## src/rtl/multicycle_ctrl.sv

```systemverilog
// Multicycle control unit for the 16-bit MIPS-style datapath.
// Fetches over imemReq/imemReady, decodes into held control fields and
// sequences EXEC/MEM/WB, raising one pcEn per retired instruction.
// Optional build macro CTRL_RETIRE_CNT_EN adds the retired-instruction
// counter on retireCnt; without it retireCnt is tied to zero.
//
// state  | meaning
// FETCH  | request instruction, latch IR when imemReady
// DECODE | decode IR into control fields held for the instruction
// EXEC   | resolve branch/jump/illegal, dispatch to MEM or WB
// MEM    | data access held until dmemReady
// WB     | one-cycle register write with PC update
// FAULT  | memory timeout or illegal op, held until reset
module multicycle_ctrl #(
    parameter int MAX_WAIT       = 255,
    parameter bit NOP_ON_ILLEGAL = 1'b1
) (
    input  logic        clk,
    input  logic        rst,
    input  logic [15:0] imemData,
    input  logic        imemReady,
    input  logic        dmemReady,
    input  logic        zero,
    output logic        imemReq,
    output logic        dmemReq,
    output logic        memWrite,
    output logic [15:0] instruction,
    output logic        regWrite,
    output logic [1:0]  regDst,
    output logic [1:0]  memToReg,
    output logic [1:0]  jump,
    output logic [1:0]  aluSrc,
    output logic        pcSrc,
    output logic [2:0]  aluCtrl,
    output logic        pcEn,
    output logic        fault,
    output logic [15:0] retireCnt
);

    typedef enum logic [2:0] {FETCH, DECODE, EXEC, MEM, WB, FAULT} state_t;
    typedef enum logic [2:0] {K_ALU, K_LOAD, K_STORE, K_BRANCH, K_JUMP, K_LINK, K_ILLEGAL} kind_t;

    // last unready cycle before the timeout trips
    localparam logic [7:0] WAIT_LAST = 8'(MAX_WAIT - 1);

    state_t     state, state_nxt;
    kind_t      kind, dec_kind;
    logic       armed;
    logic       waiting;
    logic [7:0] wait_cnt;
    logic [1:0] dec_reg_dst, dec_mem_to_reg, dec_jump, dec_alu_src;
    logic [2:0] dec_alu_ctrl;

    // decode the latched IR into instruction kind and datapath controls
    always_comb begin
        dec_kind       = K_ILLEGAL;
        dec_reg_dst    = 2'b00;
        dec_mem_to_reg = 2'b00;
        dec_jump       = 2'b00;
        dec_alu_src    = 2'b00;
        dec_alu_ctrl   = 3'b000;
        case (instruction[15:12])
            4'h0: begin
                dec_kind    = K_ALU;
                dec_reg_dst = 2'b01;
                case (instruction[2:0])
                    3'b000:  dec_alu_ctrl = 3'b000;
                    3'b001:  dec_alu_ctrl = 3'b001;
                    3'b010:  dec_alu_ctrl = 3'b010;
                    3'b011:  dec_alu_ctrl = 3'b110;
                    3'b100:  dec_alu_ctrl = 3'b111;
                    default: begin
                        dec_kind    = K_ILLEGAL;
                        dec_reg_dst = 2'b00;
                    end
                endcase
            end
            4'h1: begin
                dec_kind     = K_ALU;
                dec_alu_src  = 2'b01;
                dec_alu_ctrl = 3'b010;
            end
            4'h2: begin
                dec_kind     = K_ALU;
                dec_alu_src  = 2'b10;
                dec_alu_ctrl = 3'b001;
            end
            4'h3: begin
                dec_kind       = K_LOAD;
                dec_alu_src    = 2'b01;
                dec_alu_ctrl   = 3'b010;
                dec_mem_to_reg = 2'b01;
            end
            4'h4: begin
                dec_kind     = K_STORE;
                dec_alu_src  = 2'b01;
                dec_alu_ctrl = 3'b010;
            end
            4'h5: begin
                dec_kind     = K_BRANCH;
                dec_alu_ctrl = 3'b110;
            end
            4'h6: begin
                dec_kind = K_JUMP;
                dec_jump = 2'b01;
            end
            4'h7: begin
                dec_kind       = K_LINK;
                dec_jump       = 2'b01;
                dec_reg_dst    = 2'b10;
                dec_mem_to_reg = 2'b10;
            end
            4'h8: begin
                dec_kind = K_JUMP;
                dec_jump = 2'b10;
            end
            default: dec_kind = K_ILLEGAL;
        endcase
    end

    assign waiting = (state == FETCH && armed && !imemReady) || (state == MEM && !dmemReady);

    // state, wait counter, IR and held control fields; armed delays the first request past reset
    always_ff @(posedge clk) begin
        if (!rst) begin
            state       <= FETCH;
            armed       <= 1'b0;
            wait_cnt    <= 8'd0;
            instruction <= 16'h0000;
            kind        <= K_ILLEGAL;
            regDst      <= 2'b00;
            memToReg    <= 2'b00;
            jump        <= 2'b00;
            aluSrc      <= 2'b00;
            aluCtrl     <= 3'b000;
        end else begin
            state    <= state_nxt;
            armed    <= 1'b1;
            wait_cnt <= waiting ? wait_cnt + 8'd1 : 8'd0;
            if (state == FETCH && armed && imemReady)
                instruction <= imemData;
            if (state == DECODE) begin
                kind     <= dec_kind;
                regDst   <= dec_reg_dst;
                memToReg <= dec_mem_to_reg;
                jump     <= dec_jump;
                aluSrc   <= dec_alu_src;
                aluCtrl  <= dec_alu_ctrl;
            end
        end
    end

    // next-state and strobe outputs
    always_comb begin
        state_nxt = state;
        imemReq   = 1'b0;
        dmemReq   = 1'b0;
        memWrite  = 1'b0;
        regWrite  = 1'b0;
        pcEn      = 1'b0;
        pcSrc     = 1'b0;
        case (state)
            FETCH: begin
                if (armed) begin
                    imemReq = 1'b1;
                    if (imemReady)
                        state_nxt = DECODE;
                    else if (wait_cnt == WAIT_LAST)
                        state_nxt = FAULT;
                end
            end
            DECODE: state_nxt = EXEC;
            EXEC: begin
                case (kind)
                    K_BRANCH: begin
                        pcSrc     = zero;
                        pcEn      = 1'b1;
                        state_nxt = FETCH;
                    end
                    K_JUMP: begin
                        pcEn      = 1'b1;
                        state_nxt = FETCH;
                    end
                    K_LINK: begin
                        pcEn      = 1'b1;
                        regWrite  = 1'b1;
                        state_nxt = FETCH;
                    end
                    K_LOAD, K_STORE: state_nxt = MEM;
                    K_ALU:           state_nxt = WB;
                    default: begin
                        if (NOP_ON_ILLEGAL) begin
                            pcEn      = 1'b1;
                            state_nxt = FETCH;
                        end else begin
                            state_nxt = FAULT;
                        end
                    end
                endcase
            end
            MEM: begin
                dmemReq  = 1'b1;
                memWrite = (kind == K_STORE);
                if (dmemReady) begin
                    if (kind == K_STORE) begin
                        pcEn      = 1'b1;
                        state_nxt = FETCH;
                    end else begin
                        state_nxt = WB;
                    end
                end else if (wait_cnt == WAIT_LAST) begin
                    state_nxt = FAULT;
                end
            end
            WB: begin
                regWrite  = 1'b1;
                pcEn      = 1'b1;
                state_nxt = FETCH;
            end
            FAULT:   state_nxt = FAULT;
            default: state_nxt = FETCH;
        endcase
    end

    assign fault = (state == FAULT);

`ifdef CTRL_RETIRE_CNT_EN
    // count retired instructions, one per pcEn pulse, wrapping at 16 bits
    always_ff @(posedge clk) begin
        if (!rst)
            retireCnt <= 16'h0000;
        else if (pcEn)
            retireCnt <= retireCnt + 16'd1;
    end
`else
    assign retireCnt = 16'h0000;
`endif

endmodule

```

## config.mk

```make
export PLATFORM = sky130hd
export DESIGN_NAME = multicycle_ctrl
export DESIGN_NICKNAME = d
export VERILOG_FILES = /design/src/rtl/multicycle_ctrl.sv
export SDC_FILE = /design/constraint.sdc
export NUM_CORES = 1
export LEC_CHECK = 0
export BUFFER_PORTS_ARGS = -buffer_cell sky130_fd_sc_hd__clkbuf_2
export CORE_MARGIN = 3
export CORE_UTILIZATION = 45
export CTS_CLUSTER_DIAMETER = 60
export CTS_CLUSTER_SIZE = 10
export DETAILED_ROUTE_END_ITERATION = 10
export GPL_ROUTABILITY_DRIVEN = 0
export GPL_TIMING_DRIVEN = 0
export PLACE_DENSITY = 0.73
export SKIP_CTS_REPAIR_TIMING = 1
export SYNTH_ARGS = -nofsm -noshare
export SYNTH_HDL_FRONTEND = slang
export SYNTH_SLANG_ARGS = --single-unit
```

## constraint.sdc

```tcl
create_clock -name clk -period 1.9 [get_ports clk]
set_input_delay 0.095 -clock clk [delete_from_list [all_inputs] [get_ports clk]]
set_output_delay 0.095 -clock clk [all_outputs]
set_load 0.005 [all_outputs]
```

---- Word level (Yosys, flattened, before mapping) ----
Index checks and enable logic that the tools add are counted.
word-level totals
  register bits ........................... 42
  word-level logic and storage cells ...... 82
  output and inout bits ................... 50
  input bits .............................. 21
cells by class
  muxes and demuxes ....................... 29
  reductions and logical operators ........ 19
  $add $sub $neg .......................... 1
  eq/ne operators ......................... 23
operators by type and width
  kind                   number
  $pmux W3 S4            2
  $pmux W3 S7            1
  $eq A3 B2 Y1 const B   6
  $mux W3                6
  $eq A4 B3 Y1 const B   4
  $pmux W2 S2            4
  $pmux W3 S5            1
  $eq A3 B3 Y1 const B   4
  $mux W1                12
  $eq A3 B1 Y1 const B   3
  $logic_not A3 Y1       3
  $add A8 B1 Y8 const B  1
  $eq A4 B2 Y1 const B   2
  $eq A8 B8 Y1 const B   1
  $reduce_or A2 Y1       4
  $pmux W3 S2            1
  $reduce_or A3 Y1       2
  $reduce_or A5 Y1       1
  $eq A4 B1 Y1 const B   1
  $eq A4 B4 Y1 const B   1
  $logic_and A1 B1 Y1    4
  $logic_not A4 Y1       1
  $pmux W1 S3            1
  $logic_not A1 Y1       2
  other kinds (4)        4

---- Longest topological paths before layout ----
  word-level depth ........................ 5
  mapped depth ............................ 7
  gate-level depth less buffers ........... 5

---- Least setup slack after synthesis ----
Ideal clock, no wire load.
  path type ............................... register to register
  start point ............................. register state[0]
  end point ............................... register aluCtrl[2]
  setup time .............................. 0.123 ns
  slack ................................... 0.408 ns
  data arrival time ....................... 1.369 ns
  cell stages (with the launch flop) ...... 7
  clock period less this slack ............ 1.492 ns
  path through ............................ dfxtp_1 buf_6 or3b_1 buf_6 buf_2 a221oi_1 nor2_1
on the way
  cells in the longest elaborated chain, start to end .. 1
ends and longest elaborated chain
  item                      RTL line  text
  start: declaration        46        state_t state, state_nxt;
  start signal: assignment  137       state <= state_nxt;
  $eq A3 B1 Y1              142       if (state == DECODE) begin
  end signal: assignment    148       aluCtrl <= dec_alu_ctrl;
  end: declaration          34        output logic [2:0] aluCtrl,
No other way between the ends.
A chain may end at the register's enable or synchronous reset.

---- Worst setup path in the final report ----
  start point ............................. register instruction[14]
  end point ............................... register aluCtrl[1]
on the way
  cells in the longest elaborated chain, start to end .. 3
  elaborated cells between the ends (all ways) .. 8
  those cells by class .................... eq/ne: 5; mux: 1; reduce/logical: 2
ends and longest elaborated chain
  item                                        RTL line  text
  start: declaration                          27        output logic [15:0] instruction,
  start signal: assignment                    141       instruction <= imemData;
  $eq A4 B3 Y1, or another cell as far along  62        case (instruction[15:12])
  $reduce_or A3 Y1 (no source line)           -
  $pmux W3 S4 *                               62
Mark *: on every way between the ends. The rest lies on a longest branch, timed or not.

==> results.yml <==
status:
  status: "finished, final reports clean"
sta:
  drv_slew: 0
  fmax_ghz: 0.5959
  setup_slack_ns: 0.2217
  hold_viol_final: 0
  whs_ns: 0.009179
  finalCritPeriodShare_pct: 88.33
  worst_pin_slew_ns: 0.5459
  maxSlewHeadroom_pct: 63.36
  grt_setup_unrepaired: "false"
  tns_ns: 0
  period_needed_ns: 1.678
  finalSetupViolations: 0
  skew_ns: 0.007937
worst_setup_path:
  cp_num_buf_inv: 1
  end_kind: "flip-flop"
  worstPathMaxFanout: 10
  reg2reg_depth: 5
  cp_cell_sequence: "buf_2 > nor4_2 > o21ai_0 > a2111o_1 > a21boi_2"
  cpMaxStageDelayCell: "a2111o_1"
  crit_family: "compound AO/OA/AOI/OAI gates"
  path_class: "reg -> reg"
  cp.depth: 5
  arrival_ns: 1.91
  worstPathRequired_ns: 2.13
  max_stage_delay_ns: 0.42
  worst_setup_path_start_kind: "flip-flop"
final_layout:
  nets: 356
  synthToLayoutAreaGrowth_pct: 23.50
  final_cell_area_mm2: 0.002571
  final_util_pct: 58.25
  num-fill-cells: 448
  multiInputGateArea_mm2: 0.001094
  final_layout_size_suffix_gt1_share_pct: 26.65
  ff_latch_area_um2: 820.8
  diodes: 0
die:
  std_cell_rows: 24
  ios: 71
  core_area_mm2: 0.004414
  die_w_um: 74.02
  die_y_um: 74.02
  die-area_mm2: 0.005479
  start_util_pct: 47.17
placement:
  place_area_mm2: 0.002474
  dp_slack_ns: 0.2428
  dp_hpwl_um: 3395
  io_buffers: 54
clock_network:
  htree_levels: 2
  cts_buffer_depth: 2
  numCtsBuffers: 5
  clock_sinks: 41
  clockRootBuffer: "clkbuf_8"
  cts_tree: "yes"
  clk_pin_slew_ns: 0.08
  insertion_delay_ns: 0.29
route:
  wl_per_cell_um: 11.58
  drt-vias-per-instance: 4.940
  drt_iter0_markers: 114
  drtPass1Iterations: 7
  vias: 1907
  wirelength_um: 4471
  antenna_left: 0
  drc: 0
global_route:
  overflow: 0
  grt_usage_pct: 16.69
  grt_pass1_vias: 1627
  grt_pass1_wl_um: 7231
  grt_max_degree: 14
  antenna_found_initial: 0
synth:
  ys_seq_elements: 41
  yosysSeqAreaShare_pct: 39.42
  syn_area_per_cell_um2: 8.133
  synth_cells: 256
  synth.distinct_cells: 45
  ys_warn_count: 0
  synth_flop_cell: "dfxtp_1"
  syn_area_mm2: 0.002082
  ys_async_sr_fraction_pct: 0
  synth_edf_count: 0
power:
  pwr_density_cell_mw_per_mm2: 662.2
  irDropWorstVdd_uv: 376.4
  p_leak_uw: 0.001137
hold_path:
  holdPathStages: 3
  holdCritPathClass: "in -> reg"
run:
  drv_cap: 0
==> area by class of cell <==
cell class | instances | share of cell area, %
clock buffers | 6 | 2.822
plain buffers | 34 | 8.272
well taps | 52 | 2.530
multi-input cells | 193 | 42.53
flip-flops and latches | 41 | 31.92
clock inverters | 2 | 0.5839
inverters | 3 | 0.4380
repair buffers | 55 | 10.90
==> sequential cells by signal, indices dropped and copies added (netlist names) <==
register,cells
regDst,2
state,3
armed,1
aluSrc,2
jump,2
instruction,16
wait_cnt,8
kind,3
memToReg,1
aluCtrl,3
==> per-stage QoR <==
step / cells / power (uW)
finish: 386 / 1703
CTS: 385 / 1721
global placement: 377 / 1158
detailed placement: 377 / 1161
floorplan: 271 / 1082
global route: 386 / 1782
==> path summary, 6_finish.rpt <==
check,slack [ns],from,endpoint
max,0.22,instruction[14],aluCtrl[1]
min,0.009,imemData[10],instruction[10]
max reg2reg,0.22,instruction[14],aluCtrl[1]
min reg2reg,0.45,memToReg[0],memToReg[0]
==> synth_stat cells, types with 2 or more instances <==
master / number / area share, %
nand2_1: 45 / 8.1
nand3b_1: 2 / 0.72
buf_4: 17 / 6.1
a31oi_1: 2 / 0.60
xor2_1: 5 / 2.1
nand3_1: 7 / 1.7
a21oi_1: 5 / 1.2
a21boi_1: 21 / 7.6
buf_6: 2 / 1.1
nor3b_1: 3 / 1.1
nor4b_1: 2 / 0.84
o211ai_1: 2 / 0.72
a22oi_1: 2 / 0.72
ha_1: 2 / 1.2
o21ai_0: 9 / 2.2
xnor2_1: 3 / 1.3
nor2_1: 22 / 4.0
dfxtp_1: 41 / 39
nor2b_1: 9 / 2.7
nand4b_1: 2 / 0.84
nand2b_1: 3 / 0.90
inv_1: 3 / 0.54
buf_2: 5 / 1.2
and2_1: 4 / 1.2
nor3_1: 5 / 1.2
and3_1: 3 / 0.90
clkbuf_1: 10 / 1.8
nor4_2: 2 / 1.2
and4_1: 2 / 0.84
==> cell usage in the layout, fill, tap and decap left out, drive strengths merged, types with 5 or more instances in the layout <==
cell type	synthesis	routed
dfxtp	41	41
nand3	7	7
o21ai	10	10
nor3	6	6
nand2	45	45
nor2b	9	9
clkbuf	10	70
xor2	5	5
nor2	22	22
a21oi	5	5
buf	24	24
conb	1	16
a21boi	22	22
==> cells by family (layout without fill, tap and decap cells) <==
logic type | Yosys count | count (layout) | synth area share [%]
compound gates | 51 | 51 | 16.95
xor+xnor | 8 | 8 | 3.366
fa+ha+maj | 2 | 2 | 1.202
buf+inv | 37 | 100 | 10.76
flops | 41 | 41 | 39.42
other cells | 1 | 16 | 0.1801
simple gates | 116 | 116 | 28.12
==> power by group <==
group / switching (uW) / internal [uW] / leakage, uW
Sequential: 20.8 / 887 / 0.000333
Clock: 301 / 259 / 0.0000374
Combinational: 124 / 112 / 0.000767
==> routing by layer <==
| layer | share of wire (%) | up-vias | global-route usage, % |
|---|---|---|---|
| met5 | 0 | - | 0 |
| met4 | 1.1 | 0 | 5.231 |
| met3 | 7.5 | 10 | 4.595 |
| met2 | 45 | 72 | 26.38 |
| met1 | 46 | 839 | 22.19 |
| li1 | - | 986 | - |
==> worst reg2reg max path: cells and delay by family, from the launching register on <==
family / cells / cell delay, ns
flops: 1 / 0.34
buf+inv: 1 / 0.19
compound gates: 3 / 0.71
simple gates: 1 / 0.37
Note: power is estimated with default switching activity, not from simulation.
